===== src/rtl/dmem_arb_pkg.sv =====
// Shared definitions for the data-memory arbiter: FSM state encoding and
// requester port identifiers.
package dmem_arb_pkg;

  localparam logic ST_IDLE   = 1'b0;
  localparam logic ST_ACCESS = 1'b1;

  localparam logic PORT_CPU  = 1'b0;
  localparam logic PORT_DBG  = 1'b1;

  typedef enum logic {
    S_IDLE   = ST_IDLE,
    S_ACCESS = ST_ACCESS
  } arb_state_t;

endpackage


===== src/rtl/dmem_arb_pick.sv =====
// Tie-break selector for the two-port data-memory arbiter.
// Optional macro DMEM_ARB_RR_EN: round-robin on ties using the 'last' input;
// otherwise port 0 (CPU) always wins a tie and 'last' does not exist.
module dmem_arb_pick
  import dmem_arb_pkg::*;
(
  input  logic req0,
  input  logic req1,
`ifdef DMEM_ARB_RR_EN
  input  logic last,
`endif
  output logic sel,
  output logic any
);

  // Pick the winning port from the two request lines.
  always_comb begin
    any = req0 | req1;
    sel = PORT_CPU;
`ifdef DMEM_ARB_RR_EN
    if (req0 && req1) begin
      sel = (last == PORT_CPU) ? PORT_DBG : PORT_CPU;
    end else if (req1) begin
      sel = PORT_DBG;
    end
`else
    if (!req0 && req1) begin
      sel = PORT_DBG;
    end
`endif
  end

endmodule


===== src/rtl/dmem_arbiter.sv =====
// Two-port arbiter/sequencer in front of a single-port word memory.
// Port 0 is the CPU load/store unit, port 1 the debug/loader port.
// Each grant becomes one ACCESS cycle; reads return one cycle later.
// Optional macro DMEM_ARB_RR_EN: round-robin tie-break instead of fixed
// priority to port 0.
module dmem_arbiter
  import dmem_arb_pkg::*;
#(
  parameter int ADDR_W = 32,
  parameter int DATA_W = 32
) (
  input  logic              clk,
  input  logic              rst,
  input  logic              m0_req,
  input  logic              m0_we,
  input  logic [ADDR_W-1:0] m0_addr,
  input  logic [DATA_W-1:0] m0_wdata,
  output logic              m0_gnt,
  output logic              m0_rvalid,
  output logic [DATA_W-1:0] m0_rdata,
  input  logic              m1_req,
  input  logic              m1_we,
  input  logic [ADDR_W-1:0] m1_addr,
  input  logic [DATA_W-1:0] m1_wdata,
  output logic              m1_gnt,
  output logic              m1_rvalid,
  output logic [DATA_W-1:0] m1_rdata,
  output logic              mem_read,
  output logic              mem_write,
  output logic [ADDR_W-1:0] mem_addr,
  output logic [DATA_W-1:0] mem_write_data,
  input  logic [DATA_W-1:0] mem_read_data
);

  arb_state_t        r_state;
  arb_state_t        w_state_nxt;

  logic              w_sel;
  logic              w_any;
  logic              w_grant;

  logic              w_win_we;
  logic [ADDR_W-1:0] w_win_addr;
  logic [DATA_W-1:0] w_win_wdata;

  logic              r_cmd_port;
  logic              r_cmd_we;
  logic [ADDR_W-1:0] r_cmd_addr;
  logic [DATA_W-1:0] r_cmd_wdata;

  logic              r_rvalid0;
  logic              r_rvalid1;
  logic [DATA_W-1:0] r_rdata0;
  logic [DATA_W-1:0] r_rdata1;

`ifdef DMEM_ARB_RR_EN
  logic              r_last;
`endif

  dmem_arb_pick u_pick (
    .req0 (m0_req),
    .req1 (m1_req),
`ifdef DMEM_ARB_RR_EN
    .last (r_last),
`endif
    .sel  (w_sel),
    .any  (w_any)
  );

  // Fields of the winning request, captured into the command registers.
  assign w_win_we    = (w_sel == PORT_DBG) ? m1_we    : m0_we;
  assign w_win_addr  = (w_sel == PORT_DBG) ? m1_addr  : m0_addr;
  assign w_win_wdata = (w_sel == PORT_DBG) ? m1_wdata : m0_wdata;

  // FSM state register.
  always_ff @(posedge clk) begin
    if (rst) begin
      r_state <= S_IDLE;
    end else begin
      r_state <= w_state_nxt;
    end
  end

  // Next state, grants and memory strobes; grants and strobes are
  // suppressed in a reset cycle so an in-flight write never lands.
  always_comb begin
    w_state_nxt    = r_state;
    w_grant        = 1'b0;
    m0_gnt         = 1'b0;
    m1_gnt         = 1'b0;
    mem_read       = 1'b0;
    mem_write      = 1'b0;
    mem_addr       = '0;
    mem_write_data = '0;
    case (r_state)
      S_IDLE: begin
        if (w_any && !rst) begin
          w_grant     = 1'b1;
          m0_gnt      = (w_sel == PORT_CPU);
          m1_gnt      = (w_sel == PORT_DBG);
          w_state_nxt = S_ACCESS;
        end
      end
      S_ACCESS: begin
        mem_addr       = r_cmd_addr;
        mem_write_data = r_cmd_wdata;
        mem_write      = ~rst & r_cmd_we;
        mem_read       = ~rst & ~r_cmd_we;
        w_state_nxt    = S_IDLE;
      end
    endcase
  end

  // Command registers: latch the granted request for the ACCESS cycle.
  always_ff @(posedge clk) begin
    if (rst) begin
      r_cmd_port  <= PORT_CPU;
      r_cmd_we    <= 1'b0;
      r_cmd_addr  <= '0;
      r_cmd_wdata <= '0;
    end else if (w_grant) begin
      r_cmd_port  <= w_sel;
      r_cmd_we    <= w_win_we;
      r_cmd_addr  <= w_win_addr;
      r_cmd_wdata <= w_win_wdata;
    end
  end

  // Read response: capture memory data for the issuing port and pulse
  // its rvalid for exactly one cycle after the ACCESS cycle.
  always_ff @(posedge clk) begin
    if (rst) begin
      r_rvalid0 <= 1'b0;
      r_rvalid1 <= 1'b0;
      r_rdata0  <= '0;
      r_rdata1  <= '0;
    end else begin
      r_rvalid0 <= 1'b0;
      r_rvalid1 <= 1'b0;
      if (r_state == S_ACCESS && !r_cmd_we) begin
        if (r_cmd_port == PORT_CPU) begin
          r_rvalid0 <= 1'b1;
          r_rdata0  <= mem_read_data;
        end else begin
          r_rvalid1 <= 1'b1;
          r_rdata1  <= mem_read_data;
        end
      end
    end
  end

`ifdef DMEM_ARB_RR_EN
  // Remember the most recent winner; reset to port 1 so port 0 wins the
  // first tie.
  always_ff @(posedge clk) begin
    if (rst) begin
      r_last <= PORT_DBG;
    end else if (w_grant) begin
      r_last <= w_sel;
    end
  end
`endif

  assign m0_rvalid = r_rvalid0;
  assign m1_rvalid = r_rvalid1;
  assign m0_rdata  = r_rdata0;
  assign m1_rdata  = r_rdata1;

endmodule


===== config.mk =====
export PLATFORM = sky130hd
export DESIGN_NAME = dmem_arbiter
export DESIGN_NICKNAME = d
export VERILOG_FILES = /design/src/rtl/dmem_arb_pkg.sv /design/src/rtl/dmem_arb_pick.sv /design/src/rtl/dmem_arbiter.sv
export SDC_FILE = /design/constraint.sdc
export NUM_CORES = 1
export LEC_CHECK = 0
export BUFFER_PORTS_ARGS = -buffer_cell sky130_fd_sc_hd__clkbuf_2
export CORE_ASPECT_RATIO = 1.2
export CORE_MARGIN = 2
export CORE_UTILIZATION = 28
export CTS_BUF_LIST = sky130_fd_sc_hd__clkbuf_2 sky130_fd_sc_hd__clkbuf_4 sky130_fd_sc_hd__clkbuf_8
export DETAILED_ROUTE_END_ITERATION = 12
export SETUP_SLACK_MARGIN = 0.05
export SLEW_MARGIN = 10
export SYNTH_ARGS = -nofsm -noshare
export SYNTH_HDL_FRONTEND = slang
export SYNTH_SLANG_ARGS = --single-unit

===== constraint.sdc =====
create_clock -name clk -period 1.35 [get_ports clk]
set_clock_uncertainty 0.15 [all_clocks]
set_input_delay 0.135 -clock clk [delete_from_list [all_inputs] [get_ports clk]]
set_output_delay 0.135 -clock clk [all_outputs]
set_load 0.05 [all_outputs]

==> PnR_summary.wiki, run 1 <==
{| class="wikitable"
! Metric !! Value
|-
| Run status || complete, but fails checks
|-
| Violations in the final reports || setup timing
|-
| Main flop type after synthesis || sky130_fd_sc_hd__dfxtp_1
|-
| Later-pin clock latency in the skew report || 0.43 ns
|-
| Max-slew violations || 0
|-
| Final-stage net count || 1,396
|-
| Final weighted congestion in routability-driven placement || 0.7661
|-
| Post-route fraction of the period consumed by the critical path || 130.0%
|-
| CTS tree || yes
|-
| Clock-pin slew on the worst setup and hold paths || 0.09 ns
|-
| Fill count || 1,486
|-
| Capturing element type of the critical path || output pin
|-
| Cells after synthesis || 740
|-
| Signal arrival time at the worst endpoint || 1.47 ns
|-
| Count of placed standard cells in the final layout, fillers left out || 1,516
|-
| Class of the most critical setup path || reg2out
|-
| Final Hold Fails || 0
|-
| Input/output buffers || 299
|-
| Overall overflow remaining after global route || 0
|-
| Total non-filler cell area in the finished layout || 0.01334 mm2
|-
| Req. time, crit path || 1.07 ns
|-
| Max incr delay on CP || 0.38 ns
|-
| CTS buffer count || 17
|-
| Overall track demand over capacity in global routing || 21.66%
|-
| Setup repair after global routing missed its margin || yes
|-
| Worst slew pin tran || 0.5222 ns
|-
| Number of sinks handled by clock tree synthesis || 133
|-
| Floorplan core area || 0.02097 mm2
|-
| Worst reg-to-reg setup slack || -0.36 ns
|-
| Most numerous cell in the Yosys netlist || sky130_fd_sc_hd__nand2_1
|-
| Yosys warnings || 0
|-
| Proportion of synthesized chip area in sequential cells || 44.45%
|-
| Post-Syn Area || 0.005989 mm2
|-
| H-Tree Depth || 4
|-
| Routed WL || 30,200 um
|-
| Final setup TNS || -57.93 ns
|-
| Critical path, cell by cell || buf_6, nor2_4, buf_12, and2_4, buf_12
|-
| Number of routed nets with antenna violations || 0
|-
| DR iter-0 viols || 316
|-
| Number of hold-repair buffers added at the cts stage || 164
|-
| Area fraction of the dominant cell type after synthesis || 44.45%
|-
| Rows || 58
|-
| Effective utilization at floorplan || 28.56%
|-
| Global-route wire length before repair || 37,980 um
|-
| Netlist cell types || 24
|-
| DIE AREA || 0.02258 mm2
|-
| Synthesis-stage register bit count || 133
|-
| Flip-flop and latch area || 0.002788 mm2
|-
| Hold crit path type || in2reg
|-
| Leakage power summed over all cells || 5.645 nW
|-
| Clock tree root buffer cell || sky130_fd_sc_hd__clkbuf_8
|-
| Average vias per placed instance || 5.103
|-
| Pre-antenna DRT Iters || 5
|-
| Ranking of synthesized cells by area || sky130_fd_sc_hd__dfxtp_1, sky130_fd_sc_hd__nand2_1, sky130_fd_sc_hd__a21oi_1, sky130_fd_sc_hd__a311oi_2, sky130_fd_sc_hd__and2_1
|-
| Maximum number of pins on one net before global-route repair || 47
|-
| Kind of start point of the critical path || flip-flop
|-
| # setup viols final || 199
|-
| VDD IR max || 0.6986 mV
|-
| Max Buffers Root-to-Sink || 2
|-
| Max transition margin || 65.18%
|-
| Critical-path cell with the highest stage delay || sky130_fd_sc_hd__dfxtp_4
|-
| Number of antenna violations at the first check in global routing || 4
|-
| DIE WIDTH || 137.5 um
|-
| Final critical path time including I/O delays and setup || 1.755 ns
|-
| IO Pins || 300
|-
| Cell type contributing the most total cell area after synthesis || sky130_fd_sc_hd__dfxtp_1
|-
| Drt drc || 0
|-
| Library cell appearing most often on the critical path || sky130_fd_sc_hd__buf_12
|-
| Power per Cell Area || 864.1 mW/mm2
|-
| Die outline height || 164.2 um
|-
| Mean area per synthesized cell || 8.094 um2
|-
| DP HPWL || 13,610 um
|-
| Crit path max fanout || 6
|-
| Vias in the first global route || 7,420
|-
| Instance count after placement with tap cells included || 1,270
|-
| Detail-routed net length per standard cell || 19.92 um
|-
| Synth cell count leaders || sky130_fd_sc_hd__nand2_1, sky130_fd_sc_hd__dfxtp_1, sky130_fd_sc_hd__a21oi_1
|-
| Layout cells sized above 1 || 58.57%
|-
| Area of placed instances || 0.008369 mm2
|-
| Fraction of registers with async set or reset after synthesis || 0%
|-
| Area growth syn-to-layout || 122.7%
|-
| Multi-input gate area || 0.003943 mm2
|-
| Maximum Capacitance Violations || 0
|-
| Vias || 7,736
|-
| Highest attainable clock frequency || 569.7 MHz
|-
| Post-Syn Nets || 906
|-
| Core utilization of the finished layout || 63.61%
|-
| Post-synth EDFFs || 0
|-
| Setup WS post-layout || -0.4054 ns
|}
## worst max-delay path, delay by kind of cell, from the launching register on
kind                   cells  cell delay, ns
buffers and inverters      3            0.37
DFF                        1            0.38
and+or+nand+nor            2            0.28
## final cells by class
type,count,share of cell area (%)
multi-input cells,534,29.55
well taps,270,2.532
clock inverters,14,1.266
diodes,3,0.05627
flip-flops and latches,133,20.90
repair buffers,543,43.81
inverters,1,0.02814
clock buffers,18,1.857
## layout by cell type, fill, tap and decap left out, drive strengths merged
| cell | Yosys | final |
|---|---|---|
| nor3 | 2 | 2 |
| bufinv | 0 | 2 |
| nor3b | 1 | 1 |
| a311oi | 65 | 65 |
| or2 | 1 | 1 |
| nand2b | 1 | 1 |
| diode | 0 | 3 |
| or3b | 1 | 1 |
| nand3b | 1 | 1 |
| inv | 1 | 6 |
| and3b | 1 | 1 |
| dlygate4sd3 | 0 | 164 |
| dfxtp | 133 | 133 |
| nor2 | 4 | 4 |
| clkinv | 0 | 6 |
| nor2b | 1 | 1 |
| buf | 43 | 188 |
| a211oi | 1 | 1 |
| clkinvlp | 0 | 1 |
| clkbuf | 29 | 209 |
| nand2 | 259 | 259 |
| a21oi | 130 | 130 |
| and2 | 66 | 66 |
## flip-flops by register name (all words and copies together), names as in the netlist
signal / flops
m0_rvalid: 1
m1_rvalid: 1
m0_rdata: 32
r_cmd_port: 1
m1_rdata: 32
r_state: 1
r_cmd_wdata: 32
r_cmd_we: 1
r_cmd_addr: 32
## repair_timing
action | in CTS | in global routing
endpoints found under the hold margin | 130 | 20
setup buffers | 12 | 14
pin swaps | 13 | 141
cloned | 9 | 16
gates resized for setup | 123 | 653
setup endpoints to repair | 265 | 266
## per-stage QoR
step | power, W | setup slack, ns | hold slack [ns]
after floorplan | 0.005843 | -0.07627 | 0.08508
after global placement | 0.006628 | -0.1226 | 0.2217
after detailed placement | 0.006651 | -0.1527 | 0.2277
after CTS | 0.01091 | -0.4522 | -0.04947
after global routing | 0.01202 | -0.4888 | -0.04015
final | 0.01153 | -0.4054 | 0.01067
## path summary, 6_finish.rpt
check                    from         endpoint  depth (start not counted)
setup / recovery      r_state           m0_gnt                          5
hold reg to reg   m1_rdata[3]      m1_rdata[3]                          2
hold / removal            rst     m0_rdata[13]                          3
setup reg to reg      r_state  r_cmd_wdata[14]                          7
## report_power, final
group          switching [W]  internal, W  total [W]  leakage (nW)
clock                0.00182      0.00175    0.00357         0.208
sequential          0.000173      0.00415    0.00432          1.12
combinational        0.00188      0.00176    0.00364          4.31
## per-layer routing
layer | GRT usage, % | wire length, um
met1 | 23.50 | 10800
met2 | 37.79 | 15400
met3 | 6.821 | 2238
met4 | 10.59 | 1743
met5 | 0 | 11
## cells by family after synthesis
group | Yosys count | share of synthesized area (%)
flops | 133 | 44.45
buf+inv | 73 | 6.225
compound gates | 196 | 24.67
simple gates | 338 | 24.65
No activity file was read; power rests on OpenSTA's default activity.
==> inputs of run 2 (changes only) <==
--- a/config.mk
+++ b/config.mk
@@ -16,3 +16,4 @@
 export SYNTH_ARGS = -nofsm -noshare
 export SYNTH_HDL_FRONTEND = slang
 export SYNTH_SLANG_ARGS = --single-unit
+export TNS_END_PERCENT = 30
==> PnR_summary.wiki, run 2 (synthesis results as in run 1) <==
{| class="wikitable"
! Metric !! Value
|-
| Req. time, crit path || 1.07 ns
|-
| Clock tree root buffer cell || sky130_fd_sc_hd__clkbuf_8
|-
| Setup repair after global routing missed its margin || yes
|-
| Overall track demand over capacity in global routing || 21.54%
|-
| Violations in the final reports || setup timing
|-
| Switching Fraction || 31.42%
|-
| Relative contribution of the clock network to total power || 32.0%
|-
| Worst slew pin tran || 0.5061 ns
|-
| Instance count after placement with tap cells included || 1,272
|-
| Count of placed standard cells in the final layout, fillers left out || 1,492
|-
| # setup viols final || 198
|-
| Kind of start point of the critical path || flip-flop
|-
| DIE WIDTH || 137.5 um
|-
| Logic gate share of total power || 28.7%
|-
| Vias || 7,350
|-
| Number of antenna violations at the first check in global routing || 1
|-
| VDD IR max || 0.5460 mV
|-
| Detail-routed net length per standard cell || 17.64 um
|-
| Input/output buffers || 299
|-
| Most common library cell in the layout ignoring fill and taps || sky130_fd_sc_hd__nand2_1
|-
| Average vias per placed instance || 4.926
|-
| Maximum Capacitance Violations || 0
|-
| Final weighted congestion in routability-driven placement || 0.7734
|-
| Effective utilization at floorplan || 28.56%
|-
| Drt drc || 0
|-
| DR iter-0 viols || 315
|-
| DIE AREA || 0.02258 mm2
|-
| Max transition margin || 66.26%
|-
| Power per Cell Area || 918.3 mW/mm2
|-
| Final Hold Fails || 0
|-
| Post-route fraction of the period consumed by the critical path || 128.3%
|-
| Total power || 0.01102 W
|-
| Setup WS post-layout || -0.3823 ns
|-
| Area of placed instances || 0.008197 mm2
|-
| Worst setup slack before clock tree synthesis || -0.1488 ns
|-
| Vias in the first global route || 7,394
|-
| Layout cells sized above 1 || 44.31%
|-
| Floorplan core area || 0.02097 mm2
|-
| Max-slew violations || 0
|-
| Overall overflow remaining after global route || 0
|-
| Signal arrival time at the worst endpoint || 1.45 ns
|-
| CTS buffer count || 17
|-
| Power spent charging and discharging nets || 0.003463 W
|-
| Number of routed nets with antenna violations || 0
|-
| Max Buffers Root-to-Sink || 2
|-
| Leakage power summed over all cells || 5.065 nW
|-
| Final critical path time including I/O delays and setup || 1.732 ns
|-
| Total non-filler cell area in the finished layout || 0.01200 mm2
|-
| CTS tree || yes
|-
| Global-route wire length before repair || 37,560 um
|-
| Maximum number of pins on one net before global-route repair || 74
|-
| IO Pins || 300
|-
| Rows || 58
|-
| Sequential power share || 39.3%
|-
| Highest attainable clock frequency || 577.3 MHz
|-
| Crit path max fanout || 16
|-
| Later-pin clock latency in the skew report || 0.43 ns
|-
| Clock-pin slew on the worst setup and hold paths || 0.08 ns
|-
| Cell Int Power || 0.007559 W
|-
| Class of the most critical setup path || reg2out
|-
| Pre-antenna DRT Iters || 7
|-
| Run status || complete, but fails checks
|-
| H-Tree Depth || 4
|-
| Final-stage net count || 1,374
|-
| Capturing element type of the critical path || output pin
|-
| Area growth syn-to-layout || 100.4%
|-
| DP HPWL || 13,980 um
|-
| Hold crit path type || in2reg
|-
| Number of sinks handled by clock tree synthesis || 133
|-
| Die outline height || 164.2 um
|-
| Routed WL || 26,320 um
|-
| Commonest cells after routing, fill and taps aside || sky130_fd_sc_hd__nand2_1, sky130_fd_sc_hd__dlygate4sd3_1, sky130_fd_sc_hd__clkbuf_2, sky130_fd_sc_hd__dfxtp_1, sky130_fd_sc_hd__a21oi_1
|}
[run 2: final cells by class]
cell class	count	area, um2
clock inverters	10	120.1
diodes	1	2.502
flip-flops and latches	133	2669
multi-input cells	534	3296
clock buffers	22	296.5
repair buffers	521	5274
inverters	1	6.256
well taps	270	337.8
fillers	1684	8971
[run 2: routing by layer]
layer,share of wire (%),vias up,GRT usage [%]
li1,-,3454,-
met4,3.2,0,10.59
met2,53,338,38.69
met1,37,3493,23.28
met5,0,-,0
met3,7.1,65,5.401
[run 2: metrics by stage]
| stage | setup TNS, ns | util [%] | hold WS [ns] |
|---|---|---|---|
| after floorplan | -3.538 | - | 0.08508 |
| after global placement | -12.17 | 39.08 | 0.2243 |
| after detailed placement | -13.85 | 39.08 | 0.2293 |
| after CTS | -49.02 | 53.90 | 0.02366 |
| after global routing | -59.26 | 57.22 | 0.05508 |
| final | -46.12 | 57.22 | 0.08069 |
[run 2: what timing repair did]
item                                    in CTS  in global routing
setup buffers                               10                  8
hold buffers                               164                  0
endpoints found under the hold margin      130                  0
gates cloned                                 6                  2
resized for setup                          186                315
endpoints found under the setup margin     264                266
pin swaps                                    6                 48
[run 2: worst paths after layout]
check | from | endpoint | slack (ns) | cells after the start
setup / recovery | r_state | mem_addr[11] | -0.38 | 4
hold / removal | rst | m0_rvalid | 0.08 | 3
setup reg to reg | r_state | m1_rdata[0] | -0.30 | 7
hold reg to reg | m0_rdata[26] | m0_rdata[26] | 0.32 | 2
[run 2: critical path: stages, from the launching register on]
cell and delay (ns):
sky130_fd_sc_hd__dfxtp_4 0.43, sky130_fd_sc_hd__buf_6 0.13, sky130_fd_sc_hd__buf_12 0.13, sky130_fd_sc_hd__and2_1 0.17, sky130_fd_sc_hd__buf_8 0.15
[run 2: power by group through the flow]
stage	Combinational [W]	Clock [W]	Sequential [W]
floorplan	0.00120	0	0.00462
global placement	0.00220	0	0.00438
detailed placement	0.00221	0	0.00438
CTS	0.00291	0.00365	0.00430
global route	0.00334	0.00383	0.00436
finish	0.00316	0.00353	0.00434
==> inputs of run 3 (changes only) <==
--- a/config.mk
+++ b/config.mk
@@ -5,6 +5,7 @@
 export SDC_FILE = /design/constraint.sdc
 export NUM_CORES = 1
 export LEC_CHECK = 0
+export ABC_AREA = 1
 export BUFFER_PORTS_ARGS = -buffer_cell sky130_fd_sc_hd__clkbuf_2
 export CORE_ASPECT_RATIO = 1.2
 export CORE_MARGIN = 2
==> PnR_summary.wiki, run 3 <==
{| class="wikitable"
! Metric !! Value
|-
| Clock-pin slew on the worst setup and hold paths || 0.09 ns
|-
| Main flop type after synthesis || sky130_fd_sc_hd__dfxtp_1
|-
| Area fraction of the dominant cell type after synthesis || 40.65%
|-
| Hold_ws || 0.05024 ns
|-
| Number of routed nets with antenna violations || 0
|-
| Max-slew violations || 0
|-
| CTS tree || yes
|-
| Post-Syn Area || 0.006550 mm2
|-
| Total non-filler cell area in the finished layout || 0.01365 mm2
|-
| Die outline height || 171.5 um
|-
| Fill count || 1,839
|-
| CTS buffer count || 17
|-
| Average vias per placed instance || 4.702
|-
| Mean area per synthesized cell || 6.122 um2
|-
| Post-route fraction of the period consumed by the critical path || 134.1%
|-
| Max Buffers Root-to-Sink || 2
|-
| Count of placed standard cells in the final layout, fillers left out || 1,868
|-
| Power per Cell Area || 824.3 mW/mm2
|-
| Global-route wire length before repair || 43,300 um
|-
| DP HPWL || 15,080 um
|-
| DIE WIDTH || 143.6 um
|-
| Crit Reg-Reg Startpoint || r_state
|-
| Area of placed instances || 0.009161 mm2
|-
| Setup WS post-layout || -0.4597 ns
|-
| Rows || 61
|-
| Critical path, cell by cell || buf_12, buf_16, nand2_2, clkinvlp_4, clkbuf_16
|-
| Proportion of synthesized chip area in sequential cells || 40.65%
|-
| Class of the most critical setup path || reg2out
|-
| Routed WL || 29,810 um
|-
| Number of antenna violations at the first check in global routing || 1
|-
| Multi-input gate area || 0.003515 mm2
|-
| Critical-path cell with the highest stage delay || sky130_fd_sc_hd__dfxtp_4
|-
| Area growth syn-to-layout || 108.4%
|-
| Setup repair after global routing missed its margin || yes
|-
| Req. time, crit path || 1.07 ns
|-
| H-Tree Depth || 4
|-
| Cell type contributing the most total cell area after synthesis || sky130_fd_sc_hd__dfxtp_1
|-
| Signal arrival time at the worst endpoint || 1.52 ns
|-
| Ranking of synthesized cells by area || sky130_fd_sc_hd__dfxtp_1, sky130_fd_sc_hd__nand2_1, sky130_fd_sc_hd__nor2_1, sky130_fd_sc_hd__inv_1, sky130_fd_sc_hd__nand3_1
|-
| Instance count after placement with tap cells included || 1,651
|-
| Yosys warnings || 0
|-
| # setup viols final || 193
|-
| Overall track demand over capacity in global routing || 22.27%
|-
| Maximum number of pins on one net before global-route repair || 48
|-
| Final Hold Fails || 0
|-
| Synthesis-stage register bit count || 133
|-
| Run status || complete, but fails checks
|-
| Hold_sp || m0_req
|-
| IO Pins || 300
|-
| Cell family contributing the most delay on the critical path || buffers and inverters
|-
| Clock tree root buffer cell || sky130_fd_sc_hd__clkbuf_8
|-
| VDD IR max || 0.5686 mV
|-
| Overall overflow remaining after global route || 0
|-
| Effective utilization at floorplan || 28.42%
|-
| Vias in the first global route || 8,742
|-
| Start point of the critical path || r_state
|-
| Drt drc || 0
|-
| Kind of start point of the critical path || flip-flop
|-
| Number of sinks handled by clock tree synthesis || 133
|-
| Final critical path time including I/O delays and setup || 1.810 ns
|-
| Maximum Capacitance Violations || 0
|-
| Netlist cell types || 17
|-
| Most common library cell in the layout ignoring fill and taps || sky130_fd_sc_hd__nand2_1
|-
| DR iter-0 viols || 427
|-
| Capturing element type of the critical path || output pin
|-
| Cells after synthesis || 1,070
|-
| Hold crit path type || in2reg
|-
| Post-synth EDFFs || 0
|-
| Leakage power summed over all cells || 6.294 nW
|-
| Layout cells sized above 1 || 38.98%
|-
| Final weighted congestion in routability-driven placement || 0.8430
|-
| Vias || 8,783
|-
| Critical path buffers and inverters || 4
|-
| Later-pin clock latency in the skew report || 0.42 ns
|-
| Pre-antenna DRT Iters || 5
|-
| Highest attainable clock frequency || 552.6 MHz
|-
| Flip-flop and latch area || 0.002695 mm2
|-
| Detail-routed net length per standard cell || 15.96 um
|-
| Crit path max fanout || 6
|-
| Fraction of registers with async set or reset after synthesis || 0%
|-
| Worst slew pin tran || 0.4306 ns
|-
| Input/output buffers || 299
|-
| Commonest cells after routing, fill and taps aside || sky130_fd_sc_hd__nand2_1, sky130_fd_sc_hd__clkbuf_2, sky130_fd_sc_hd__dlygate4sd3_1, sky130_fd_sc_hd__nor2_1, sky130_fd_sc_hd__dfxtp_1
|-
| Max incr delay on CP || 0.48 ns
|-
| DIE AREA || 0.02464 mm2
|-
| Synth cell count leaders || sky130_fd_sc_hd__nand2_1, sky130_fd_sc_hd__nor2_1, sky130_fd_sc_hd__dfxtp_1
|-
| Most numerous cell in the Yosys netlist || sky130_fd_sc_hd__nand2_1
|-
| Max transition margin || 71.29%
|-
| Violations in the final reports || setup timing
|-
| Post-Syn Nets || 1,236
|-
| Floorplan core area || 0.02305 mm2
|-
| Final-stage net count || 1,705
|-
| Worst setup slack before clock tree synthesis || -0.06529 ns
|}
==> run 3: per-layer routing <==
| layer | track usage [%] | up-vias | share of wire, % |
|---|---|---|---|
| li1 | - | 4176 | - |
| met1 | 22.98 | 3996 | 35 |
| met2 | 40.37 | 477 | 52 |
| met3 | 6.153 | 134 | 7.6 |
| met4 | 12.45 | 0 | 5.4 |
| met5 | 0 | - | 0 |
==> run 3: worst paths after layout <==
kind,end,slack [ns],cells past startpoint
worst max-delay path,mem_addr[6],-0.46,5
worst min-delay path,r_cmd_port,0.05,5
worst max register to register,m1_rdata[16],-0.37,8
worst min register to register,m1_rdata[1],0.32,2
==> run 3: tightest hold or removal path, stage by stage <==
cell and delay (ns):
sky130_fd_sc_hd__clkbuf_2 0.15, sky130_fd_sc_hd__nand2_4 0.09, sky130_fd_sc_hd__buf_4 0.09, sky130_fd_sc_hd__nand3_1 0.05, sky130_fd_sc_hd__o21ai_1 0.07
==> run 3: layout make-up <==
class	count	area share (%)
Inverter	135	5.418
Multi-Input combinational cell	726	25.75
Tap cell	315	2.888
Sequential cell	133	19.75
Clock inverter	15	1.146
Clock buffer	17	1.714
Timing Repair Buffer	526	43.32
Antenna cell	1	0.01834
==> run 3: per-stage QoR <==
step / TNS, ns / power (W) / utilization [%]
after floorplan: 0 / 0.005951 / -
after global placement: -0.7268 / 0.006787 / 39.75
after detailed placement: -1.898 / 0.006806 / 39.75
after CTS: -58.47 / 0.01117 / 57.53
after global routing: -63.06 / 0.01179 / 59.21
final: -46.55 / 0.01125 / 59.21
==> run 3: report_power, final <==
| group | total (W) | leakage (nW) | switching [W] | internal, W |
|---|---|---|---|---|
| sequential | 0.00437 | 1.10 | 0.000202 | 0.00417 |
| clock | 0.00339 | 0.191 | 0.00185 | 0.00154 |
| combinational | 0.00349 | 5.00 | 0.00187 | 0.00162 |
| total | 0.0113 | 6.29 | 0.00393 | 0.00732 |
==> run 3: logic make-up after synthesis <==
| logic type | after synthesis | synth area share, % |
|---|---|---|
| AND/OR/NAND/NOR | 660 | 40.46 |
| AO/OA/AOI/OAI | 66 | 5.100 |
| flip-flops | 133 | 40.65 |
| buffers and inverters | 211 | 13.79 |
==> run 3: timing repair <==
| item | CTS | global route |
|---|---|---|
| pin swaps | 61 | 20 |
| endpoints found under the setup margin | 261 | 267 |
| hold buffers | 162 | 0 |
| gates cloned | 8 | 3 |
| resized for setup | 369 | 134 |
| hold endpoints to repair | 130 | 0 |
| buffers inserted | 8 | 5 |
